$ cat config.mk
export PLATFORM = sky130hd
export DESIGN_NAME = bp_me_best_offset_scheduler
export DESIGN_NICKNAME = d
export VERILOG_FILES = /design/src/rtl/bp_me_best_offset_scheduler.sv
export SDC_FILE = /design/constraint.sdc
export NUM_CORES = 1
export LEC_CHECK = 0
export ABC_AREA = 1
export CORE_UTILIZATION = 50
export DETAILED_ROUTE_END_ITERATION = 8
export PLACE_DENSITY = 0.82
export SLEW_MARGIN = 15
export SYNTH_ARGS = -nofsm -noshare
export SYNTH_HDL_FRONTEND = slang
export SYNTH_SLANG_ARGS = --single-unit
export TNS_END_PERCENT = 1
$ cat constraint.sdc
create_clock -name clk_i -period 6.2 [get_ports clk_i]
set_clock_uncertainty 0.15 [all_clocks]
set_input_delay 0.62 -clock clk_i [delete_from_list [all_inputs] [get_ports clk_i]]
set_output_delay 0.62 -clock clk_i [all_outputs]
set_load 0.005 [all_outputs]
$ cat src/rtl/bp_me_best_offset_scheduler.sv
// Best-offset prefetcher learning-phase sequencer: probes one candidate offset per demand miss,
// scores hits, and publishes the winning offset. Define BP_ME_BO_SCHED_STATS_EN for publish counters.
module bp_me_best_offset_scheduler
  #(parameter int daddr_width_p        = 64
  , parameter int lg_offsets_p         = 4
  , parameter int block_offset_width_p = 6
  , parameter int score_width_p        = 5
  , parameter int score_max_p          = 31
  , parameter int round_max_p          = 100
  , parameter int bad_score_p          = 1
  )
  ( input  logic                       clk_i
  , input  logic                       reset_i
  , input  logic [daddr_width_p-1:0]   miss_addr_i
  , input  logic                       miss_v_i
  , output logic                       miss_yumi_o
  , output logic [daddr_width_p-1:0]   rr_addr_o
  , output logic                       rr_v_o
  , input  logic                       rr_ready_and_i
  , input  logic                       rr_hit_v_i
  , input  logic                       rr_hit_i
  , output logic [lg_offsets_p:0]      offset_o
  , output logic                       offset_v_o
  , output logic                       phase_done_o
`ifdef BP_ME_BO_SCHED_STATS_EN
  , output logic [31:0]                phase_cnt_o
  , output logic [31:0]                disabled_cnt_o
`endif
  );

    localparam int num_offsets_lp = 1 << lg_offsets_p;
    localparam int round_width_lp = $clog2(round_max_p + 1);
    localparam logic [score_width_p-1:0]  score_max_lp = score_width_p'(score_max_p);
    localparam logic [score_width_p-1:0]  bad_score_lp = score_width_p'(bad_score_p);
    localparam logic [round_width_lp-1:0] round_max_lp = round_width_lp'(round_max_p);

    typedef enum logic [2:0] {
        e_clear   = 3'd0,
        e_idle    = 3'd1,
        e_probe   = 3'd2,
        e_wait    = 3'd3,
        e_update  = 3'd4,
        e_publish = 3'd5
    } state_e;

    state_e                     state_q, state_d;
    logic [lg_offsets_p-1:0]    clr_idx_q, clr_idx_d;
    logic [lg_offsets_p-1:0]    cand_idx_q, cand_idx_d;
    logic [round_width_lp-1:0]  round_cnt_q, round_cnt_d;
    logic [score_width_p-1:0]   best_score_q, best_score_d;
    logic [lg_offsets_p-1:0]    best_idx_q, best_idx_d;
    logic [daddr_width_p-1:0]   rr_addr_q, rr_addr_d;
    logic                       hit_q, hit_d;
    logic [lg_offsets_p:0]      offset_q, offset_d;
    logic                       offset_v_q, offset_v_d;
    logic                       phase_done_q, phase_done_d;
    logic [score_width_p-1:0]   score_q [num_offsets_lp];
    logic [score_width_p-1:0]   score_d [num_offsets_lp];

    logic [lg_offsets_p:0]      cand_plus1_s;
    logic [daddr_width_p-1:0]   cand_bytes_s;
    logic [score_width_p-1:0]   cur_score_s, new_score_s, new_best_score_s;
    logic [lg_offsets_p-1:0]    new_best_idx_s;
    logic [round_width_lp-1:0]  round_inc_s;
    logic                       cand_last_s, phase_end_s;

    // Scoring arithmetic shared by the probe address and the update step
    always_comb begin
        cand_plus1_s = {1'b0, cand_idx_q} + (lg_offsets_p + 1)'(1);
        cand_bytes_s = {{(daddr_width_p - lg_offsets_p - 1){1'b0}}, cand_plus1_s} << block_offset_width_p;
        cur_score_s  = score_q[cand_idx_q];
        if (hit_q && (cur_score_s != score_max_lp)) begin
            new_score_s = cur_score_s + score_width_p'(1);
        end else begin
            new_score_s = cur_score_s;
        end
        // Strict compare keeps the earlier (lower) index on a tie
        if (new_score_s > best_score_q) begin
            new_best_score_s = new_score_s;
            new_best_idx_s   = cand_idx_q;
        end else begin
            new_best_score_s = best_score_q;
            new_best_idx_s   = best_idx_q;
        end
        cand_last_s = &cand_idx_q;
        round_inc_s = round_cnt_q + round_width_lp'(1);
        phase_end_s = (new_score_s == score_max_lp) || (cand_last_s && (round_inc_s == round_max_lp));
    end

    // Next-state and datapath update for the phase sequencer
    always_comb begin
        state_d      = state_q;
        clr_idx_d    = clr_idx_q;
        cand_idx_d   = cand_idx_q;
        round_cnt_d  = round_cnt_q;
        best_score_d = best_score_q;
        best_idx_d   = best_idx_q;
        rr_addr_d    = rr_addr_q;
        hit_d        = hit_q;
        offset_d     = offset_q;
        offset_v_d   = offset_v_q;
        phase_done_d = 1'b0;
        score_d      = score_q;
        case (state_q)
            e_clear: begin
                score_d[clr_idx_q] = '0;
                best_score_d       = '0;
                best_idx_d         = '0;
                cand_idx_d         = '0;
                round_cnt_d        = '0;
                if (&clr_idx_q) begin
                    clr_idx_d = '0;
                    state_d   = e_idle;
                end else begin
                    clr_idx_d = clr_idx_q + lg_offsets_p'(1);
                end
            end
            e_idle: begin
                if (miss_v_i) begin
                    rr_addr_d = miss_addr_i - cand_bytes_s;
                    state_d   = e_probe;
                end else begin
                    state_d   = e_idle;
                end
            end
            e_probe: begin
                if (rr_ready_and_i) begin
                    state_d = e_wait;
                end else begin
                    state_d = e_probe;
                end
            end
            e_wait: begin
                if (rr_hit_v_i) begin
                    hit_d   = rr_hit_i;
                    state_d = e_update;
                end else begin
                    state_d = e_wait;
                end
            end
            e_update: begin
                score_d[cand_idx_q] = new_score_s;
                best_score_d        = new_best_score_s;
                best_idx_d          = new_best_idx_s;
                if (cand_last_s) begin
                    cand_idx_d  = '0;
                    round_cnt_d = round_inc_s;
                end else begin
                    cand_idx_d  = cand_idx_q + lg_offsets_p'(1);
                end
                // Result is loaded here so it appears alongside the phase_done pulse
                if (phase_end_s) begin
                    offset_d     = {1'b0, new_best_idx_s} + (lg_offsets_p + 1)'(1);
                    offset_v_d   = (new_best_score_s > bad_score_lp);
                    phase_done_d = 1'b1;
                    state_d      = e_publish;
                end else begin
                    state_d      = e_idle;
                end
            end
            e_publish: begin
                clr_idx_d = '0;
                state_d   = e_clear;
            end
            default: begin
                clr_idx_d = '0;
                state_d   = e_clear;
            end
        endcase
    end

    // State and datapath registers
    always_ff @(posedge clk_i) begin
        if (reset_i) begin
            state_q      <= e_clear;
            clr_idx_q    <= '0;
            cand_idx_q   <= '0;
            round_cnt_q  <= '0;
            best_score_q <= '0;
            best_idx_q   <= '0;
            rr_addr_q    <= '0;
            hit_q        <= 1'b0;
            offset_q     <= '0;
            offset_v_q   <= 1'b0;
            phase_done_q <= 1'b0;
            for (int i = 0; i < num_offsets_lp; i++) begin
                score_q[i] <= '0;
            end
        end else begin
            state_q      <= state_d;
            clr_idx_q    <= clr_idx_d;
            cand_idx_q   <= cand_idx_d;
            round_cnt_q  <= round_cnt_d;
            best_score_q <= best_score_d;
            best_idx_q   <= best_idx_d;
            rr_addr_q    <= rr_addr_d;
            hit_q        <= hit_d;
            offset_q     <= offset_d;
            offset_v_q   <= offset_v_d;
            phase_done_q <= phase_done_d;
            score_q      <= score_d;
        end
    end

    assign miss_yumi_o  = (state_q == e_idle) && miss_v_i;
    assign rr_v_o       = (state_q == e_probe);
    assign rr_addr_o    = rr_addr_q;
    assign offset_o     = offset_q;
    assign offset_v_o   = offset_v_q;
    assign phase_done_o = phase_done_q;

`ifdef BP_ME_BO_SCHED_STATS_EN
    logic [31:0] phase_cnt_q, phase_cnt_d;
    logic [31:0] disabled_cnt_q, disabled_cnt_d;

    // offset_v_q already holds this publish's verdict during e_publish
    always_comb begin
        phase_cnt_d    = phase_cnt_q;
        disabled_cnt_d = disabled_cnt_q;
        if (state_q == e_publish) begin
            phase_cnt_d = phase_cnt_q + 32'd1;
            if (!offset_v_q) begin
                disabled_cnt_d = disabled_cnt_q + 32'd1;
            end else begin
                disabled_cnt_d = disabled_cnt_q;
            end
        end else begin
            phase_cnt_d = phase_cnt_q;
        end
    end

    // Statistics registers
    always_ff @(posedge clk_i) begin
        if (reset_i) begin
            phase_cnt_q    <= 32'd0;
            disabled_cnt_q <= 32'd0;
        end else begin
            phase_cnt_q    <= phase_cnt_d;
            disabled_cnt_q <= disabled_cnt_d;
        end
    end

    assign phase_cnt_o    = phase_cnt_q;
    assign disabled_cnt_o = disabled_cnt_q;
`endif

endmodule

==> flow_summary.json, run 1 <==
{
  "run_status": "finished clean",
  "worst_path_cell_with_the_longest_stage_delay": "o21ai_0",
  "max_slew.worst_pin.slew_ps": 1160,
  "achievable-frequency_ghz": 0.188,
  "setup.reg_to_reg.worst_slack_ps": 870,
  "globalRouteOverflowTotal": 0,
  "grt_first_pass_wirelength_um": 45700,
  "power_per_cell_area_mw_per_mm2": 203,
  "yosys_most_used_dff": "dfxtp_1",
  "yosys.cell_types.count": 45,
  "worstPathMaxFanout": 44,
  "muxShareOfSynthArea": 0,
  "core_area_mm2": 0.0195,
  "async_reset_ff_frac": 0,
  "synth.avg_cell_area_um2": 6.49,
  "ir_worst_vdd_uv": 196,
  "die_w_um": 143,
  "cp_slowest_stage_delay_ps": 490,
  "globalRouteTotalUtil": 0.283,
  "clk_pin_slew_worst_paths_ps": 80,
  "final_nets": 1734,
  "largest_family_of_logic_cells_by_synthesized_area": "simple AND/OR/NAND/NOR gates",
  "seq_power_share": 0.470,
  "placement.cell_area_mm2": 0.0114,
  "final.fill_count": 1729,
  "postSynthRegisterBits": 179,
  "totalWireLength_um": 28300,
  "dr.pass1.iters": 6,
  "timing.final.hold_violations": 0,
  "cells_taking_the_most_area_after_synthesis": "dfxtp_1, nand2_1, nor2_1, inv_1, a21oi_1",
  "slew-limit-headroom": 0.230,
  "rsz_0062_raised_after_global_routing": "false",
  "timing.hold.ws_ps": 317,
  "die_height_um": 143,
  "yosysSeqAreaShare": 0.361,
  "die_area_mm2": 0.0204,
  "synth-compound-area-share": 0.145,
  "final_layout_size_suffix_gt1_frac": 0.0526,
  "average_wire_length_per_cell_after_detail_routing_um": 14.8,
  "final_area_mm2": 0.0121,
  "crit_path_start_kind": "flop",
  "yosysMostFrequentCell": "nand2_1",
  "clock_insertion_delay_worst_skew_ps": 440,
  "grt_max_degree": 111,
  "antenna_violating_nets_post_route": 0,
  "yosys.area_share.simple": 0.315,
  "rows": 51,
  "first_global_vias": 9442,
  "routabilityCongestion": 0.923,
  "timing.final.setup_violations": 0,
  "timing.hold.worst.class": "flop to flop",
  "numPortBuffers": 142,
  "synthXorXnorAreaFrac": 0.0388,
  "seq_area_mm2": 0.00358,
  "timing_worst_setup_path_type": "flop to flop",
  "share_comb_of_total_power": 0.063,
  "initial_utilization": 0.510,
  "switching_share": 0.249,
  "area_taken_by_multi_input_logic_gates_mm2": 0.00526,
  "final-max-slew-violation-count": 0,
  "syn_area_mm2": 0.00993,
  "post_cts_buffers": 0,
  "crit_share_post_route": 0.860,
  "netSwitchingPower_w": 0.000612,
  "cts_sinks": 179,
  "drv_cap": 0,
  "dr_total_vias": 10200,
  "totalNegativeSetupSlack_ps": 0,
  "route.detailed.vias_per_inst": 5.31,
  "clockRootBuffer": "clkbuf_16",
  "cts_resized": 0,
  "drt-initial-drc-count": 742,
  "arrival_ps": 5560,
  "hold_fix_buffer_count_after_cts": 0,
  "synthesis.nets": 1624,
  "p_leak_nw": 5.06,
  "synth_common_cells": "nand2_1, nor2_1, inv_1",
  "cts_tree": "built",
  "max-clock-path-buffers": 2,
  "synthesis.instances": 1530,
  "io-pin-count": 143,
  "timing.critical_path.mode_cell": "nand2_1",
  "diodes_inserted": 0,
  "ys_warn_count": 0,
  "cts-buffers-inserted": 17,
  "post_synth_edffs": 0,
  "post-dp-hpwl_um": 20000,
  "internal_power_w": 0.00184,
  "synth_largest_area_cell": "dfxtp_1",
  "timing.critical_path.to_type": "flop",
  "required_ps": 6430,
  "dp_slack_ps": 994,
  "synthAdderAreaFrac": 0.0310,
  "fin_ws_ps": 869,
  "drc": 0,
  "h-tree-depth": 4,
  "grt_antenna_before_repair": 2,
  "final_period_demand_of_the_worst_path_ps": 5330,
  "area_delta_synth_final_pct": 21.6,
  "netlist.area_leader.share": 0.361,
  "clock_power_share": 0.467
}
[per-layer routing]
| layer | vias up | track usage | wire length, um |
|---|---|---|---|
| li1 | 5064 | - | - |
| met1 | 4696 | 0.340 | 12000 |
| met2 | 362 | 0.488 | 13500 |
| met3 | 54 | 0.0681 | 2080 |
| met4 | 2 | 0.108 | 769 |
| met5 | - | 0 | 11 |
[final timing paths]
kind,from,to,cells past startpoint
max,cand_idx_q[0]$_SDFFE_PP0P_,offset_o[2]$_SDFFE_PP0P_,29
min,score_q[52]$_SDFFE_PP0P_,score_q[52]$_SDFFE_PP0P_,2
max reg2reg,cand_idx_q[0]$_SDFFE_PP0P_,offset_o[2]$_SDFFE_PP0P_,29
min reg2reg,score_q[52]$_SDFFE_PP0P_,score_q[52]$_SDFFE_PP0P_,2
[worst max-delay path: cells and delay by family, from the launching register on]
kind	cells	cell delay [ps]
flip-flops	1	460
AND/OR/NAND/NOR	17	1740
adder cells (fa/ha/maj)	4	970
XOR/XNOR	1	150
AO/OA/AOI/OAI	2	860
buffers and inverters	5	930
[cells in the final DEF, fill, tap and decap left out, types with 2 or more instances in the layout]
cell type	count
nor3_1	20
o211ai_1	3
o21ai_1	15
o31ai_1	3
a31oi_1	3
xor2_1	27
dfxtp_1	179
inv_1	191
o21a_1	2
nand4_1	13
inv_6	5
nand3_2	4
nand3b_1	3
ha_1	23
nand2_4	3
a21oi_1	119
nor2_2	13
nor2_1	219
clkinv_4	3
o21ai_0	104
inv_8	3
clkdlybuf4s50_1	141
o221ai_1	12
clkinv_8	2
nor2_4	4
nand2_2	5
bufinv_16	2
nand3_1	71
nor3_2	2
inv_2	8
xnor2_1	17
buf_4	12
clkbuf_16	17
nand2_1	385
a32oi_1	2
nor4_1	6
[kinds of logic after synthesis]
kind of cell / count (synthesis)
simple gates: 750
compound gates: 269
buf+inv: 264
flops: 179
xor+xnor: 44
fa+ha+maj: 24
[state kept, by name (all words and copies together) (netlist names)]
signal and count:
best_idx_q 4, best_score_q 5, cand_idx_q 4, clr_idx_q 4
hit_q 1, offset_o 5, offset_v_o 1, phase_done_o 1
round_cnt_q 7, rr_addr_o 64, score_q 80, state_q 3
[area by class of cell]
class,count,area share
inverters,202,0.0634
clock buffers,18,0.0364
well taps,265,0.0275
multi-input cells,1087,0.436
flip-flops and latches,179,0.297
repair buffers,153,0.124
clock inverters,14,0.0155
[stage by stage]
| step | std cells | power [W] | util |
|---|---|---|---|
| after floorplan | 1530 | 0.00125 | - |
| after detailed placement | 1886 | 0.00133 | 0.588 |
| after global routing | 1918 | 0.00253 | 0.620 |
| after CTS | 1918 | 0.00246 | 0.620 |
| after global placement | 1886 | 0.00133 | 0.588 |
| final | 1918 | 0.00246 | 0.620 |
[power by group through the flow]
| stage | combinational (W) | clock [W] | sequential (W) |
|---|---|---|---|
| 6_report | 0.000155 | 0.00115 | 0.00115 |
| 5_1_grt | 0.000169 | 0.00120 | 0.00115 |
| 4_1_cts | 0.000153 | 0.00116 | 0.00115 |
| 3_5_place_dp | 0.000151 | 0 | 0.00118 |
| 3_3_place_gp | 0.000149 | 0 | 0.00118 |
| 2_1_floorplan | 0.0000726 | 0 | 0.00118 |
Note: power is estimated with default switching activity, not from simulation.
==> run 2: changes to the inputs <==
TNS_END_PERCENT = 50   (was 1)
==> results of run 2 <==
No change in the layout: final DEF, timing and power equal those of run 1.
==> run 3: changes to the inputs <==
ABC_AREA = default   (was 1)
PLACE_DENSITY = 0.83   (was 0.82)
==> flow_summary.json, run 3 <==
{
  "achievable-frequency_ghz": 0.184,
  "busiest_layer": "met2",
  "max-clock-path-buffers": 2,
  "drv_cap": 0,
  "totalNegativeSetupSlack_ps": 0,
  "hold_fix_buffer_count_after_cts": 0,
  "io-pin-count": 143,
  "share_comb_of_total_power": 0.056,
  "timing.final.hold_violations": 0,
  "slew-limit-headroom": 0.325,
  "post_synth_edffs": 0,
  "synth.avg_cell_area_um2": 8.45,
  "initial_utilization": 0.513,
  "diodes_inserted": 0,
  "async_reset_ff_frac": 0,
  "final-max-slew-violation-count": 0,
  "drt-initial-drc-count": 684,
  "timing.critical_path.to_type": "flop",
  "global_route.usage.met1": 0.352,
  "timing.final.setup_violations": 0,
  "route.detailed.vias_per_inst": 6.10,
  "ys_warn_count": 0,
  "largest_register": "score_q",
  "required_ps": 6330,
  "grt_antenna_before_repair": 0,
  "clock_power_share": 0.457,
  "internal_power_w": 0.00183,
  "largest_family_of_logic_cells_by_synthesized_area": "simple AND/OR/NAND/NOR gates",
  "synthAdderAreaFrac": 0.0346,
  "final_area_mm2": 0.0110,
  "switching_share": 0.228,
  "synthesis.instances": 1053,
  "syn_area_mm2": 0.00890,
  "yosysMostFrequentCell": "dfxtp_1",
  "drc": 1,
  "netlist.area_leader.share": 0.403,
  "h-tree-depth": 4,
  "grt_max_degree": 92,
  "mostFrequentLayoutCells": "dfxtp_1, nor2_1, clkdlybuf4s50_1",
  "netSwitchingPower_w": 0.000540,
  "final_nets": 1240,
  "clk_pin_slew_worst_paths_ps": 60,
  "timing.critical_path.buf_inv": 1,
  "muxShareOfSynthArea": 0.0735,
  "final_cell_count_no_fill": 1384,
  "synth_common_cells": "dfxtp_1, nor2_1, nand2_1",
  "timing.critical_path.mode_cell": "ha_1",
  "yosys.cell_types.count": 56,
  "cts_tree": "built",
  "rows": 48,
  "yosys_most_used_dff": "dfxtp_1",
  "numPortBuffers": 142,
  "globalRouteOverflowTotal": 0,
  "placement.cell_area_mm2": 0.0104,
  "cp_slowest_stage_delay_ps": 870,
  "final_period_demand_of_the_worst_path_ps": 5430,
  "power_per_cell_area_mw_per_mm2": 216,
  "timing_worst_setup_path_type": "flop to flop",
  "max_slew.worst_pin.slew_ps": 1010,
  "crit_path_start_kind": "flop",
  "die_height_um": 135,
  "timing.hold.worst.class": "flop to flop",
  "die_area_mm2": 0.0183,
  "dr.pass1.iters": 8,
  "rsz_0062_raised_after_global_routing": "false",
  "cp_cell_sequence": "mux4_2, o22ai_1, a21oi_1, ha_1, and3_1, ha_1, nor2b_1, nand4_1, xnor2_1, ha_1, and3_1, nand3_1, a21boi_1, mux2i_1, inv_1, ha_1, xnor2_1, mux2i_1, nor2_1",
  "postSynthRegisterBits": 179,
  "first_global_vias": 7852,
  "area_delta_synth_final_pct": 23.5,
  "yosysSeqAreaShare": 0.403,
  "cts-buffers-inserted": 17,
  "cts_resized": 0,
  "synth-compound-area-share": 0.170,
  "grt_first_pass_wirelength_um": 40700,
  "met2_usage": 0.453,
  "seq_power_share": 0.487,
  "p_leak_nw": 3.57,
  "worstPathMaxFanout": 22,
  "run_status": "complete, but fails checks",
  "cts_sinks": 179,
  "crit_share_post_route": 0.876,
  "arrival_ps": 5560,
  "die_w_um": 135,
  "most_common_cell_after_layout_fill_and_taps_aside": "dfxtp_1",
  "placed_cells": 1352,
  "groute.layer.met3.usage": 0.109,
  "critPathTopFamily": "simple AND/OR/NAND/NOR gates",
  "synthXorXnorAreaFrac": 0.0521,
  "post-dp-hpwl_um": 17600,
  "largest_register_ffs": 80,
  "totalWireLength_um": 25300,
  "antenna_violating_nets_post_route": 0,
  "post_cts_buffers": 0,
  "cells_taking_the_most_area_after_synthesis": "dfxtp_1, nor2_1, mux4_2, a21oi_1, nand3_1",
  "clock_insertion_delay_worst_skew_ps": 440,
  "final.fill_count": 1398,
  "final_layout_size_suffix_gt1_frac": 0.0699,
  "clockRootBuffer": "clkbuf_16",
  "synth_largest_area_cell": "dfxtp_1",
  "worst_path_cell_with_the_longest_stage_delay": "dfxtp_1",
  "synthesis.nets": 1147,
  "dr_total_vias": 8440,
  "routabilityCongestion": 0.956,
  "p_total_w": 0.00237,
  "yosys.area_share.simple": 0.224,
  "globalRouteTotalUtil": 0.286,
  "core_area_mm2": 0.0174,
  "violations": "design-rule violations",
  "average_wire_length_per_cell_after_detail_routing_um": 18.3,
  "ir_worst_vdd_uv": 203
}
==> run 3: per-stage QoR <==
| step | worst slack [ps] | hold slack [ps] | utilization |
|---|---|---|---|
| 4_1_cts | 864 | 307 | 0.633 |
| 3_5_place_dp | 870 | 294 | 0.600 |
| 2_1_floorplan | 609 | 295 | - |
| 3_3_place_gp | 1010 | 289 | 0.600 |
| 6_report | 769 | 305 | 0.633 |
| 5_1_grt | 313 | 328 | 0.633 |
==> run 3: power by group through the flow <==
stage                     registers (W)  clock network [W]   logic, W
final                           0.00115            0.00108   0.000133
after detailed placement        0.00118                  0   0.000130
after CTS                       0.00115            0.00109   0.000131
after global placement          0.00118                  0   0.000128
after floorplan                 0.00118                  0  0.0000588
after global routing            0.00115            0.00114   0.000143
==> run 3: logic make-up after synthesis <==
kind of cell | after synthesis
AO/OA/AOI/OAI | 232
multiplexers | 39
buffers and inverters | 103
AND/OR/NAND/NOR | 423
flip-flops | 179
adder cells (fa/ha/maj) | 24
XOR/XNOR | 53
==> run 3: metal layers <==
metal	vias to the layer above	part of all wire	wire, um
met2	443	0.46	11500
met3	65	0.11	2750
met5	-	0	0
met4	0	0.027	676
met1	3964	0.41	10400
li1	3968	-	-
==> run 3: cell type report <==
class | instances | area, um^2 | share of cell area
clock inverter | 11 | 128 | 0.0116
inverter | 22 | 83.8 | 0.00762
multi-input combinational | 771 | 4940 | 0.449
clock buffer | 21 | 460 | 0.0419
sequential | 179 | 3580 | 0.326
tap | 225 | 282 | 0.0256
timing repair buffer | 155 | 1520 | 0.138
==> run 3: worst paths after layout <==
kind | cells after the start | end | from | slack [ps]
hold / removal | 2 | rr_addr_o[2]$_SDFFE_PP0P_ | rr_addr_o[2]$_SDFFE_PP0P_ | 310
setup reg to reg | 19 | offset_o[2]$_SDFFE_PP0P_ | cand_idx_q[2]$_SDFFE_PP0P_ | 770
setup / recovery | 19 | offset_o[2]$_SDFFE_PP0P_ | cand_idx_q[2]$_SDFFE_PP0P_ | 770
hold reg to reg | 2 | rr_addr_o[2]$_SDFFE_PP0P_ | rr_addr_o[2]$_SDFFE_PP0P_ | 310
==> run 3: worst register-to-register path, stage by stage, from the launching register on <==
cell	delay, ps
dfxtp_1	870
mux4_2	610
o22ai_1	180
a21oi_1	100
ha_1	220
and3_1	150
ha_1	180
nor2b_1	400
nand4_1	190
xnor2_1	230
ha_1	270
and3_1	200
nand3_1	100
a21boi_1	440
mux2i_1	340
inv_1	100
ha_1	220
xnor2_1	130
mux2i_1	140
nor2_1	60
